--- config.mk ---
export PLATFORM = sky130hd
export DESIGN_NAME = rv_iommu_fq_wr_master_flat
export DESIGN_NICKNAME = d
export VERILOG_FILES = /design/src/rtl/rv_iommu_fq_wr_master_if.sv /design/src/rtl/rv_iommu_fq_wr_master.sv /design/src/flat_wrapper.sv
export SDC_FILE = /design/constraint.sdc
export NUM_CORES = 1
export LEC_CHECK = 0
export ABC_AREA = 1
export CORE_AREA = 2 2 204 206
export DETAILED_ROUTE_END_ITERATION = 8
export DIE_AREA = 0 0 206 208
export REMOVE_ABC_BUFFERS = 1
export SETUP_SLACK_MARGIN = 0.02
export SYNTH_ARGS = -nofsm -noshare
export SYNTH_HDL_FRONTEND = slang
export SYNTH_SLANG_ARGS = --single-unit
--- constraint.sdc ---
create_clock -name clk_i -period 13.6 [get_ports clk_i]
set_input_delay 3.4 -clock clk_i [delete_from_list [all_inputs] [get_ports clk_i]]
set_output_delay 3.4 -clock clk_i [all_outputs]
set_load 0.01 [all_outputs]
--- src/rtl/rv_iommu_fq_wr_master_if.sv ---
// AXI request/response bundle between the fault-queue write master and the
// FQ port of the data-structures bus interface. Only the channels the write
// master drives or observes are carried.
interface rv_iommu_fq_wr_master_if;

  typedef struct packed {
    logic [3:0]  id;
    logic [63:0] addr;
    logic [7:0]  len;
    logic [2:0]  size;
    logic [1:0]  burst;
    logic        lock;
    logic [3:0]  cache;
    logic [2:0]  prot;
    logic [3:0]  qos;
    logic [3:0]  region;
    logic [5:0]  atop;
    logic        user;
  } axi_aw_t;

  typedef struct packed {
    logic [63:0] data;
    logic [7:0]  strb;
    logic        last;
    logic        user;
  } axi_w_t;

  typedef struct packed {
    logic [3:0] id;
    logic [1:0] resp;
    logic       user;
  } axi_b_t;

  typedef struct packed {
    axi_aw_t aw;
    logic    aw_valid;
    axi_w_t  w;
    logic    w_valid;
    logic    b_ready;
    logic    ar_valid;
    logic    r_ready;
  } axi_req_t;

  typedef struct packed {
    logic   aw_ready;
    logic   w_ready;
    axi_b_t b;
    logic   b_valid;
  } axi_rsp_t;

  axi_req_t mem_req;
  axi_rsp_t mem_resp;

  modport master (output mem_req, input mem_resp);
  modport slave  (input mem_req, output mem_resp);

endinterface

--- src/rtl/rv_iommu_fq_wr_master.sv ---
// IOMMU fault-queue AXI write master. Takes one 32-byte fault record, writes
// it as a single 4-beat INCR burst of 8-byte beats, waits for the write
// response and reports completion plus bus/alignment error status.
// Every bus output is decoded from registered state only, so there is no
// combinational path from the response channel back to any valid.
module rv_iommu_fq_wr_master #(
  parameter logic [3:0] AXI_ID = 4'b0001
) (
  input  logic                           clk_i,
  input  logic                           rst_i,
  input  logic                           req_valid_i,
  output logic                           req_ready_o,
  input  logic [63:0]                    req_addr_i,
  input  logic [255:0]                   req_data_i,
  output logic                           done_o,
  output logic                           error_o,
  output logic                           busy_o,
  rv_iommu_fq_wr_master_if.master        mem
);

  typedef enum logic [2:0] {
    S_IDLE = 3'd0,
    S_AW   = 3'd1,
    S_W    = 3'd2,
    S_B    = 3'd3,
    S_DONE = 3'd4
  } state_e;

  state_e        state_q, state_d;
  logic [1:0]    cnt_q, cnt_d;
  logic          flag_q, flag_d;
  logic [63:0]   addr_q, addr_d;
  logic [255:0]  data_q, data_d;

  // The B channel id/user fields carry nothing this block needs.
  logic unused_b;
  assign unused_b = ^{mem.mem_resp.b.id, mem.mem_resp.b.user};

  // Control state register; reset abandons any transaction in flight.
  always_ff @(posedge clk_i) begin
    if (rst_i) begin
      state_q <= S_IDLE;
      cnt_q   <= 2'd0;
      flag_q  <= 1'b0;
    end else begin
      state_q <= state_d;
      cnt_q   <= cnt_d;
      flag_q  <= flag_d;
    end
  end

  // Record payload holding register; only meaningful while a burst is active.
  always_ff @(posedge clk_i) begin
    addr_q <= addr_d;
    data_q <= data_d;
  end

  // Next-state logic: accept, address phase, four data beats, response.
  always_comb begin
    state_d = state_q;
    cnt_d   = cnt_q;
    flag_d  = flag_q;
    addr_d  = addr_q;
    data_d  = data_q;
    unique case (state_q)
      S_IDLE: begin
        if (req_valid_i) begin
          addr_d = req_addr_i;
          data_d = req_data_i;
          cnt_d  = 2'd0;
          // A misaligned record would straddle the 32-byte slot; reject it
          // without touching the bus.
          if (req_addr_i[4:0] != 5'd0) begin
            flag_d  = 1'b1;
            state_d = S_DONE;
          end else begin
            flag_d  = 1'b0;
            state_d = S_AW;
          end
        end
      end
      S_AW: begin
        if (mem.mem_resp.aw_ready) begin
          state_d = S_W;
        end
      end
      S_W: begin
        if (mem.mem_resp.w_ready) begin
          cnt_d = cnt_q + 2'd1;
          if (cnt_q == 2'd3) begin
            state_d = S_B;
          end
        end
      end
      S_B: begin
        if (mem.mem_resp.b_valid) begin
          // SLVERR (2'b10) and DECERR (2'b11) both have resp[1] set.
          flag_d  = mem.mem_resp.b.resp[1];
          state_d = S_DONE;
        end
      end
      S_DONE: begin
        state_d = S_IDLE;
      end
      default: begin
        state_d = S_IDLE;
      end
    endcase
  end

  // AXI request decode; W is only raised after the AW handshake so the
  // interface has already queued the routing ID when data arrives.
  always_comb begin
    mem.mem_req          = '0;
    mem.mem_req.aw.id    = AXI_ID;
    mem.mem_req.aw.addr  = addr_q;
    mem.mem_req.aw.len   = 8'd3;
    mem.mem_req.aw.size  = 3'd3;
    mem.mem_req.aw.burst = 2'b01;
    mem.mem_req.aw_valid = (state_q == S_AW);
    mem.mem_req.w.data   = data_q[{cnt_q, 6'b0} +: 64];
    mem.mem_req.w.strb   = 8'hFF;
    mem.mem_req.w.last   = (cnt_q == 2'd3);
    mem.mem_req.w_valid  = (state_q == S_W);
    mem.mem_req.b_ready  = (state_q == S_B);
    mem.mem_req.ar_valid = 1'b0;
    mem.mem_req.r_ready  = 1'b0;
  end

  // Handler-side status decode.
  always_comb begin
    req_ready_o = (state_q == S_IDLE);
    busy_o      = (state_q != S_IDLE);
    done_o      = (state_q == S_DONE);
    error_o     = (state_q == S_DONE) && flag_q;
  end

endmodule

--- src/flat_wrapper.sv ---
// flat-port wrapper written by rule: the top's interface ports become plain ports
module rv_iommu_fq_wr_master_flat 
#(
  parameter logic [3:0] AXI_ID = 4'b0001
)
  (clk_i, rst_i, req_valid_i, req_ready_o, req_addr_i, req_data_i, done_o, error_o, busy_o, mem_mem_req, mem_mem_resp);
  rv_iommu_fq_wr_master_if mem_i ();
  input  logic clk_i;
  input  logic rst_i;
  input  logic req_valid_i;
  output logic req_ready_o;
  input  logic [63:0] req_addr_i;
  input  logic [255:0] req_data_i;
  output logic done_o;
  output logic error_o;
  output logic busy_o;
  output wire logic [$bits(mem_i.mem_req)-1:0] mem_mem_req;
  input wire logic [$bits(mem_i.mem_resp)-1:0] mem_mem_resp;
  assign mem_mem_req = mem_i.mem_req;
  assign mem_i.mem_resp = mem_mem_resp;
  rv_iommu_fq_wr_master #(.AXI_ID(AXI_ID)) u_core (.clk_i(clk_i), .rst_i(rst_i), .req_valid_i(req_valid_i), .req_ready_o(req_ready_o), .req_addr_i(req_addr_i), .req_data_i(req_data_i), .done_o(done_o), .error_o(error_o), .busy_o(busy_o), .mem(mem_i));
endmodule
# Word-level counts from Yosys, hierarchy flattened
# Index checks and enable logic that the tools add are counted.
op_classes:
  n_addsub: 1
  eq_ne: 10
  shifts: 1
  muxes: 14
  reduce_logical: 10
op_table:
  columns: ["op", "n"]
  rows:
  - ["$shiftx A256 B9 Y64", 1]
  - ["$mux W3", 6]
  - ["$pmux W3 S4", 1]
  - ["$ne A2 B1 Y1 const B", 4]
  - ["$eq A3 B2 Y1 const B", 2]
  - ["$reduce_and A3 Y1", 2]
  - ["$reduce_and A5 Y1", 1]
  - ["$reduce_bool A5 Y1", 1]
  - ["$mux W2", 2]
  - ["$pmux W2 S2", 1]
  - ["$reduce_bool A2 Y1", 2]
  - ["$eq A3 B1 Y1 const B", 1]
  - ["$eq A3 B3 Y1 const B", 1]
  - ["$logic_not A3 Y1", 1]
  - ["$mux W1", 3]
  - ["$reduce_bool A3 Y1", 1]
  - ["$add A2 B1 Y2 const B", 1]
  - ["$eq A2 B2 Y1 const B", 1]
  - ["$ne A2 B2 Y1 const B", 1]
  - ["$pmux W1 S2", 1]
  - ["$reduce_and A2 Y1", 1]
  - ["$logic_and A1 B1 Y1", 1]
totals:
  ff_bits: 326
  out_inout_bits: 187

# Longest topological paths before layout
logic_depth:
  depth_word: 4
  depth_mapped: 9

# Worst setup path before layout
# No wires, ideal clock.
synth_timing:
  path_kind: "in2reg"
  startpoint: "input port req_valid_i"
  endpoint: "register u_core.flag_q"
  setup_ns: 0.124
  t_arrival_ns: 12.688
  t_required_ns: 13.476
  setup_slack_ns: 0.788
  path_stages: 5
  n_path_buf: 0
  cell_sequence: "inv_1 -> nor2_2 -> o21ai_0 -> nor2_1 -> nor2_1"
synth_via:
  elab_chain_len: 2
synth_rtl:
  columns: ["element", "line_no", "source"]
  rows:
  - ["from (decl)", "flat_wrapper.sv:10", "input logic req_valid_i;"]
  - ["$ne A2 B2 Y1 (no line)", null, null]
  - ["$reduce_and A3 Y1 (no line)", null, null]
  - ["to (signal assigned)", "rv_iommu_fq_wr_master.sv:48", "flag_q <= flag_d;"]
  - ["to (decl)", "rv_iommu_fq_wr_master.sv:31", "logic flag_q, flag_d;"]
# No other way between the ends.
# A chain may end at the register's enable or synchronous reset.

# Worst setup path after layout
layout_timing:
  startpoint: "register u_core.cnt_q[0]"
  endpoint: "output port mem_mem_req[19]"
layout_via:
  elab_chain_len: 1
layout_rtl:
  columns: ["element", "line_no", "source"]
  rows:
  - ["from (decl)", "rv_iommu_fq_wr_master.sv:30", "logic [1:0] cnt_q, cnt_d;"]
  - ["from (signal assigned)", "rv_iommu_fq_wr_master.sv:47", "cnt_q <= cnt_d;"]
  - ["$shiftx A256 B9 Y64", "rv_iommu_fq_wr_master.sv:121", "mem.mem_req.w.data = data_q[{cnt_q, 6'b0} +: 64];"]
  - ["to (decl)", "flat_wrapper.sv:17", "output wire logic [$bits(mem_i.mem_req)-1:0] mem_mem_req;"]
# No other way between the ends.

==> reports/qor.yml <==
synthesis:
  synth_top_area_share: 0.7887
  synthesis.area_per_instance_um2: 15.12
  synthesis.area_um2: 12180
  post_synth_num_cell_types: 26
  syn_inst: 806
  netlist.top_cell.by_area: "edfxtp_1"
  postSynthRegisterBits: 326
  synth_seq_area_share: 0.7986
  synth_area_leaders: "edfxtp_1, o21ai_0, nor2_1, buf_4, o22ai_1"
  yosys_warnings: 0
floorplanning:
  ioPinCount: 520
  dieWidth_um: 206
  floorplan.core_area_um2: 40550
  floorplan.rows: 74
  die_area_um2: 42850
  starting_utilization_of_the_core_area: 0.3004
  die-height_um: 208
clocking:
  cts-root-buf: "clkbuf_16"
  cts_hold_repair.buffers: 0
  worst_setup_hold_path_clk_slew_ns: 0.06
  cts_buffers: 37
  cts.sink_count: 326
  post_cts.resized_instances: 0
  cts-htree-levels: 2
  ctsLongestPathBuffers: 3
  clock_latency_ns: 0.55
  post_cts_buffers: 0
  tritoncts: "done"
worst_setup_path:
  timing.critical_path.to_type: "primary output"
  critical_path_class: "reg2out"
  path_max_fanout: 67
  setup.worst_path.start_class: "flop"
  worst-endpoint-required_ns: 10.20
  worst_ep_arrival_time_ns: 3.26
timing:
  max_clock_freq_ghz: 0.1502
  finalCriticalPeriod_ns: 6.658
  finalSetupViolations: 0
  rsz_0062_raised_after_global_routing: "no"
  hold_viol: 0
  worst-slew-pin-transition_ns: 1.184
  finalMaxSlewViolations: 0
  totalNegativeSetupSlack_ns: 0
  timing.slew.headroom: 0.2103
  final_min_period_over_clock_period: 0.4895
  fin_worst_skew_ns: 0.02264
detailed_routing:
  drtIter0Drc: 420
  via_count: 8141
  antenna_left: 0
  drt-total-wl_um: 33360
  route.detailed.wl_per_inst_um: 18.17
  drc_errors: 0
  routed_via_density: 4.434
  drt-pass1-iter-count: 4
placed_design:
  detailed_place_hpwl_um: 22740
  port_bufs: 462
  place_area_um2: 17130
  routabilityCongestion: 0.7836
finish:
  fin_area_um2: 18260
  most-common-layout-cells: "clkdlybuf4s50_1, edfxtp_1, nor2_1"
  syn_to_layout_area_delta_pct: 49.88
  fraction_of_final_layout_cells_with_drive_strength_greater_than_1: 0.05300
  mostFrequentLayoutCell: "clkdlybuf4s50_1"
  num-nets-final: 1607
worst_hold_path:
  holdCritPathClass: "reg2reg"
global_routing:
  via_count_of_the_first_global_routing_pass: 8293
  antenna_violations_before_repair: 6
  grt.overflow.total: 0
  pin_count_of_the_biggest_net_entering_global_routing: 174
  grt_util_all_layers: 0.1520
  grt.busiest_layer: "met2"
  grt_util_met2: 0.2597
  wire_length_of_the_first_global_routing_pass_um: 49080
  grtUsageMet3: 0.06532
  gr-usage-met1: 0.1658
job:
  drv_cap: 0
power:
  power_density_nw_per_um2: 136.5
  ir_worst_vdd_mv: 0.09042
  total_leakage_power_nw: 6.379
outcome:
  outcome: "completed"
[stage by stage]
| step | setup slack [ns] | hold WS, ns | power [mW] | utilization | cells |
|---|---|---|---|---|---|
| after global routing | 6.753 | 0.5605 | 2.603 | 0.4502 | 1835 |
| final | 6.942 | 0.5233 | 2.492 | 0.4503 | 1836 |
| after global placement | 7.377 | 0.5439 | 1.589 | 0.4225 | 1766 |
| after floorplan | 0.7882 | 0.4955 | 1.376 | - | 763 |
| after detailed placement | 7.327 | 0.5201 | 1.594 | 0.4225 | 1766 |
| after CTS | 6.821 | 0.5286 | 2.535 | 0.4501 | 1834 |
[sequential cells by signal, indices dropped and copies added, names as in the netlist]
| signal | count |
|---|---|
| u_core.cnt_q | 2 |
| u_core.data_q | 256 |
| u_core.flag_q | 1 |
| u_core.addr_q | 64 |
| u_core.state_q | 3 |
[synth_stat cells, drive strengths merged]
cell,instances
edfxtp,320
nor2,139
o21ai,132
buf,69
o22ai,64
clkbuf,23
nand2,20
inv,14
dfxtp,6
a21oi,5
nand3,4
clkinv,2
conb,2
nor3,2
and2,1
ha,1
nor3b,1
nor4,1
[report_power, final]
| group | total (mW) | switching, mW | leakage [nW] | internal, mW |
|---|---|---|---|---|
| Combinational | 0.353 | 0.165 | 2.71 | 0.188 |
| Sequential | 1.22 | 0.0195 | 3.12 | 1.20 |
| Clock | 0.923 | 0.395 | 0.547 | 0.529 |
[path summary, 6_finish.rpt]
check,start,to,slack [ns],depth (start not counted)
max,u_core.cnt_q[0]$_SDFFE_PP0P_,mem_mem_req[19],6.94,5
min,u_core.flag_q$_SDFFE_PP0P_,u_core.flag_q$_SDFFE_PP0P_,0.52,4
min reg2reg,u_core.flag_q$_SDFFE_PP0P_,u_core.flag_q$_SDFFE_PP0P_,0.52,4
max reg2reg,u_core.state_q[1]$_SDFFE_PP0P_,u_core.data_q[53]$_DFFE_PP_,10.68,5
[cell families after synthesis]
logic type / count (synthesis) / share of synthesized area
flip-flops: 326 / 0.7986
AND/OR/NAND/NOR: 168 / 0.05495
adder cells (fa/ha/maj): 1 / 0.001027
AO/OA/AOI/OAI: 201 / 0.08914
other: 2 / 0.0006164
buffers and inverters: 108 / 0.05566
[final cells by class]
type                    instances  area [um^2]
flip-flops and latches        326         9734
fillers                      3615        22290
multi-input cells             421         1964
well taps                     532        665.6
diodes                          2        5.005
clock inverters                16        98.84
repair buffers                471         4705
clock buffers                  52         1023
inverters                      16        63.81
[critical path, stage by stage (launching register included)]
cell and delay, ns:
dfxtp_4 0.43, inv_4 0.53, buf_4 0.66, o21ai_0 0.23
o22ai_1 0.18, clkdlybuf4s50_1 0.56
[routing by layer]
metal	vias up	wire length, um
li1	3840	-
met1	3863	12070
met3	59	3819
met4	6	907
met5	-	41
met2	373	16530
(Power assumes the default switching activity.)
